`config.mk`:
```
export PLATFORM = sky130hd
export DESIGN_NAME = di_terminal_router
export DESIGN_NICKNAME = d
export VERILOG_FILES = /design/src/rtl/di_terminal_router.sv
export SDC_FILE = /design/constraint.sdc
export NUM_CORES = 1
export LEC_CHECK = 0
export CAP_MARGIN = 5
export CORE_AREA = 4 4 105 107
export DETAILED_ROUTE_END_ITERATION = 10
export DIE_AREA = 0 0 109 111
export HOLD_SLACK_MARGIN = 0.1
export PLACE_DENSITY = 0.71
export SYNTH_ARGS = -nofsm -noshare
export SYNTH_HDL_FRONTEND = slang
export SYNTH_SLANG_ARGS = --single-unit
```
`constraint.sdc`:
```
create_clock -name ifclk -period 3.35 [get_ports ifclk]
set_input_delay 1.005 -clock ifclk [delete_from_list [all_inputs] [get_ports ifclk]]
set_output_delay 1.005 -clock ifclk [all_outputs]
set_load 0.05 [all_outputs]
```
`src/rtl/di_terminal_router.sv`:
```
// Routes the di_* bus from HostInterface to one of NUM_TERMS terminals by address.
// Define DI_ROUTER_WATCHDOG_EN to force completion of transfers to a terminal that never becomes ready.
module di_terminal_router #(
    parameter int          NUM_TERMS      = 4,
    parameter int          TIMEOUT_CYCLES = 1024,
    parameter logic [15:0] UNMAPPED_DATA  = 16'h0000
) (
    input  logic                      ifclk,
    input  logic                      reset,
    input  logic [15:0]               di_term_addr,
    input  logic                      di_read_mode,
    input  logic                      di_write_mode,
    input  logic                      di_read_req,
    input  logic                      di_read,
    input  logic                      di_write,
    output logic [15:0]               di_reg_datao,
    output logic                      di_read_rdy,
    output logic                      di_write_rdy,
    output logic [15:0]               di_transfer_status,
    input  logic [16*NUM_TERMS-1:0]   term_addr_table,
    input  logic [16*NUM_TERMS-1:0]   t_reg_datao,
    input  logic [NUM_TERMS-1:0]      t_read_rdy,
    input  logic [NUM_TERMS-1:0]      t_write_rdy,
    input  logic [16*NUM_TERMS-1:0]   t_transfer_status,
    output logic [NUM_TERMS-1:0]      t_sel,
    output logic [NUM_TERMS-1:0]      t_read_req,
    output logic [NUM_TERMS-1:0]      t_read,
    output logic [NUM_TERMS-1:0]      t_write,
    output logic                      timeout_flag
);

    if (NUM_TERMS < 1 || NUM_TERMS > 16 || TIMEOUT_CYCLES < 2) begin : g_bad_param
        $error("di_terminal_router: parameter out of range");
    end

    typedef enum logic [1:0] {IDLE, ACTIVE, UNMAPPED, TIMEOUT} state_t;

    state_t                 state, next_state;
    logic                   mode_any, both_modes, start, dual_q, dual_eff;
    logic                   hit, rdy_mode, wd_expired;
    logic [NUM_TERMS-1:0]   hit_vec;
    logic [15:0]            sel_data, sel_status, status_hold;
    logic                   sel_rrdy, sel_wrdy;

    assign mode_any   = di_read_mode | di_write_mode;
    assign both_modes = di_read_mode & di_write_mode;
    assign start      = (state == IDLE) & mode_any;
    assign dual_eff   = dual_q | both_modes;

    // Descending scan so the lowest matching port is the one left standing.
    always_comb begin
        hit_vec = '0;
        hit     = 1'b0;
        for (int i = NUM_TERMS - 1; i >= 0; i--) begin
            if (term_addr_table[16*i +: 16] == di_term_addr) begin
                hit_vec    = '0;
                hit_vec[i] = 1'b1;
                hit        = 1'b1;
            end
        end
    end

    always_comb begin
        sel_data   = '0;
        sel_status = '0;
        sel_rrdy   = 1'b0;
        sel_wrdy   = 1'b0;
        for (int i = 0; i < NUM_TERMS; i++) begin
            if (t_sel[i]) begin
                sel_data   = sel_data   | t_reg_datao[16*i +: 16];
                sel_status = sel_status | t_transfer_status[16*i +: 16];
                sel_rrdy   = sel_rrdy   | t_read_rdy[i];
                sel_wrdy   = sel_wrdy   | t_write_rdy[i];
            end
        end
    end

    assign rdy_mode = di_read_mode ? sel_rrdy : sel_wrdy;

`ifdef DI_ROUTER_WATCHDOG_EN
    localparam int CW = $clog2(TIMEOUT_CYCLES + 1);
    logic [CW-1:0] wd_cnt;

    always_ff @(posedge ifclk or posedge reset) begin
        if (reset)
            wd_cnt <= '0;
        else if (start || rdy_mode)
            wd_cnt <= '0;
        else if (state == ACTIVE)
            wd_cnt <= wd_cnt + 1'b1;
    end

    assign wd_expired = (wd_cnt == CW'(TIMEOUT_CYCLES - 1));

    always_ff @(posedge ifclk or posedge reset) begin
        if (reset)
            timeout_flag <= 1'b0;
        else if (next_state == TIMEOUT)
            timeout_flag <= 1'b1;
    end
`else
    assign wd_expired   = 1'b0;
    assign timeout_flag = 1'b0;
`endif

    always_ff @(posedge ifclk or posedge reset) begin
        if (reset)
            state <= IDLE;
        else
            state <= next_state;
    end

    always_comb begin
        next_state = state;
        case (state)
            IDLE:     if (mode_any) next_state = hit ? ACTIVE : UNMAPPED;
            ACTIVE: begin
                if (!mode_any)
                    next_state = IDLE;
                else if (!rdy_mode && wd_expired)
                    next_state = TIMEOUT;
            end
            UNMAPPED: if (!mode_any) next_state = IDLE;
            TIMEOUT:  if (!mode_any) next_state = IDLE;
            default:  next_state = IDLE;
        endcase
    end

    // Selection and dual-mode flag are captured once per transaction.
    always_ff @(posedge ifclk or posedge reset) begin
        if (reset) begin
            t_sel       <= '0;
            dual_q      <= 1'b0;
            status_hold <= '0;
        end else begin
            if (start)
                t_sel <= hit_vec;
            else if (next_state == IDLE)
                t_sel <= '0;
            dual_q <= (next_state == IDLE) ? 1'b0 : (dual_q | both_modes);
            if (state != IDLE)
                status_hold <= di_transfer_status;
        end
    end

    always_comb begin
        di_reg_datao       = '0;
        di_read_rdy        = 1'b0;
        di_write_rdy       = 1'b0;
        di_transfer_status = status_hold;
        case (state)
            ACTIVE: begin
                di_reg_datao       = sel_data;
                di_read_rdy        = sel_rrdy;
                di_write_rdy       = sel_wrdy;
                di_transfer_status = sel_status | {6'b0, dual_eff, 9'b0};
            end
            UNMAPPED: begin
                di_reg_datao       = UNMAPPED_DATA;
                di_read_rdy        = 1'b1;
                di_write_rdy       = 1'b1;
                di_transfer_status = 16'h0100 | {6'b0, dual_eff, 9'b0};
            end
            TIMEOUT: begin
                di_reg_datao       = 16'hDEAD;
                di_read_rdy        = 1'b1;
                di_write_rdy       = 1'b1;
                di_transfer_status = 16'h0200 | sel_status;
            end
            default: ;
        endcase
    end

    // t_sel is zero outside ACTIVE/TIMEOUT, so these gates also cover the idle and unmapped cases.
    assign t_read_req = t_sel & {NUM_TERMS{di_read_req}};
    assign t_read     = t_sel & {NUM_TERMS{di_read}};
    assign t_write    = t_sel & {NUM_TERMS{di_write & ~dual_eff}};

endmodule

```
==> flow_metrics.tcl <==
set metrics [dict create \
    rsz0062_at_grt "false" \
    grt_usage_pct 20.5 \
    critPathCaptureType "output pin" \
    yosysWarnings 0 \
    synth_area_mm2 0.00263 \
    critPathMaxFanout 2 \
    yosysTopAreaCellShare_pct 21.9 \
    p_leak_nw 2.39 \
    final.min_clock_period_ns 3.26 \
    cts_buffers 3 \
    cts.sinks 23 \
    dpl.hpwl_um 11200 \
    path_buf_inv 2 \
    ant_nets 0 \
    worst_pin_slew_ns 0.906 \
    crit_family "buffers and inverters" \
    drt_pass1_iterations 6 \
    max_freq_mhz 307 \
    ys.flop_type "dfrtp_1" \
    relSlewSlack_pct 39.5 \
    vias_per_cell 5.08 \
    grt_max_degree 34 \
    cp_data_required_time_ns 2.34 \
    drc 0 \
    cts_hold_buf 0 \
    cts_tree "yes" \
    diodes 0 \
    final_cells 718 \
    status "complete, no violations" \
    die_y_um 111 \
    ys_ff_latch 23 \
    core_area_mm2 0.0101 \
    avgSynthCellArea_um2 8.33 \
    port-buffer-count 272 \
    maxCapViolations 0 \
    critPathKind "in2out" \
    io_pins 274 \
    worstSkewPairLatency_ns 0.27 \
    avgRoutedWirePerCell_um 18.5 \
    die_w_um 109 \
    dr_total_vias 3645 \
    hold_viol_final 0 \
    overflow 0 \
    cts.htree.levels 1 \
    layout-drive-gt1-share_pct 13.2 \
    setup_viol 0 \
    yosys.area.top_type "dfrtp_1" \
    slowest_stage "clkdlybuf4s50_1" \
    maxSlewViolCount 0 \
    yosys-top-cells-area "dfrtp_1 22%, xor2_1 21%, a22o_1 9.6%" \
    synth_cell_types 33 \
    yosysSeqAreaShare_pct 21.9 \
    cp_data_arrival_time_ns 2.25 \
    first_global_vias 3896 \
    syn_nets 539 \
    finalCritPeriodShare_pct 97.3 \
    die_area_mm2 0.0121 \
    setup-tns-final_ns 0 \
    start_util_pct 26.0 \
    placed_cells 713 \
    layout.nets 806 \
    fillers 860 \
    grt_first_pass_wirelength_um 19600 \
    path_clk_slew_ns 0.08 \
    hp-class "reg2reg" \
    ir_worst_vdd_mv 0.110 \
    worst_slack_ns 0.0903 \
    routabilityCongestion 0.869 \
    drt-initial-drc-count 229 \
    area_growth_pct 129 \
    synthCells 316 \
    skew_ns 0.00432 \
    rows 37 \
    critPathLaunchType "primary input" \
    cts_max_path_buffers 2 \
    async_reset_ff_share_pct 100 \
    antenna_found_initial 0 \
    dpl_worst_slack_ns -0.00908 \
    synth-edff-count 0 \
    hold_slack_ns 0.511 \
    p_per_area_mw_per_mm2 145 \
    crit_chain "clkdlybuf4s50_1 > a222oi_1 > nand2_1 > a221o_1 > buf_6" \
    drt-total-wl_um 13300 \
    max_stage_delay_ns 0.41 \
    clock-root-buffer "clkbuf_8" \
]
cells in the mapped netlist, types with 2 or more instances:
| cell | number |
|---|---|
| nand2b_1 | 8 |
| a21oi_1 | 20 |
| o21ai_0 | 21 |
| a221o_1 | 2 |
| nand2_1 | 15 |
| or2_2 | 2 |
| a22o_1 | 29 |
| nand4_1 | 5 |
| a22oi_1 | 28 |
| nor2_1 | 6 |
| o31ai_1 | 2 |
| a222oi_1 | 13 |
| xor2_1 | 64 |
| a21boi_0 | 11 |
| a21o_1 | 2 |
| and3_1 | 4 |
| and2_1 | 8 |
| nor4_2 | 4 |
| nor4_1 | 12 |
| clkbuf_1 | 24 |
| dfrtp_1 | 23 |
| a31oi_1 | 2 |
logic make-up (layout without fill, tap and decap cells):
kind of cell	count (synthesis)	count (layout)	synth area share, %
flops	23	23	21.9
xor+xnor	64	64	21.3
compound gates	131	131	36.2
simple gates	68	68	15.4
fa+ha+maj	1	1	0.380
buf+inv	28	294	4.75
other cells	1	1	0.142
cells in the final DEF, fill, tap and decap left out, types with 11 or more instances in the layout:
cell / n
a222oi_1: 13
a22o_1: 29
clkdlybuf4s50_1: 220
o21ai_0: 17
buf_4: 21
dfrtp_1: 23
buf_12: 45
a21boi_1: 11
a22oi_1: 28
a21oi_1: 20
nand2_1: 15
nor4_1: 12
xor2_1: 64
state kept, by name, summed over array words and instances, names as in the netlist:
signal	cells
dual_q	1
state	2
status_hold	16
t_sel	4
what timing repair did:
action                     in CTS  in global routing
resized for setup               1                  6
hold endpoints to repair        0                  0
gates cloned                    0                  0
setup buffers                   1                  0
setup endpoints to repair       1                  4
pin swaps                       1                  3
worst reg2reg max path: cells and delay by family (launching register included):
kind / cells / cell delay [ns]
buf+inv: 2 / 0.25
compound gates: 2 / 0.66
flops: 1 / 0.66
simple gates: 1 / 0.11
routing by layer:
metal	track usage [%]	vias to the layer above	part of all wire (%)
met1	20.6	1691	35
met3	6.12	22	10
li1	-	1738	-
met2	39.6	194	52
met4	5.47	0	2.6
met5	0	-	0
power by group:
group	switching (mW)	internal [mW]
clock	0.0951	0.0843
sequential	0.00227	0.280
combinational	0.130	0.279
stage by stage:
stage | power [mW] | utilization [%] | area (um^2)
5_1_grt | 0.923 | 59.5 | 6030
6_report | 0.872 | 59.5 | 6030
3_5_place_dp | 0.698 | 58.8 | 5960
2_1_floorplan | 0.381 | - | 2630
4_1_cts | 0.884 | 59.4 | 6020
3_3_place_gp | 0.691 | 58.8 | 5960
area by class of cell:
class | count | area (um^2) | area share, %
Multi-Input combinational cell | 265 | 1930 | 32.1
Sequential cell | 23 | 576 | 9.55
Timing Repair Buffer | 289 | 3300 | 54.7
Inverter | 1 | 3.75 | 0.0623
Clock inverter | 1 | 7.51 | 0.125
Tap cell | 136 | 170 | 2.82
Clock buffer | 3 | 41.3 | 0.685
final timing paths:
kind | from | end | slack (ns) | cells past startpoint
worst min-delay path | status_hold[2] | status_hold[2] | 0.51 | 1
worst max-delay path | t_transfer_status[57] | di_transfer_status[9] | 0.09 | 5
min in group asynchronous | reset | status_hold[7] | 1.24 | 2
max in group asynchronous | reset | status_hold[2] | 1.56 | 2
worst max register to register | t_sel[3] | status_hold[9] | 1.55 | 5
worst min register to register | status_hold[2] | status_hold[2] | 0.51 | 1
No activity file was read; power rests on OpenSTA's default activity.
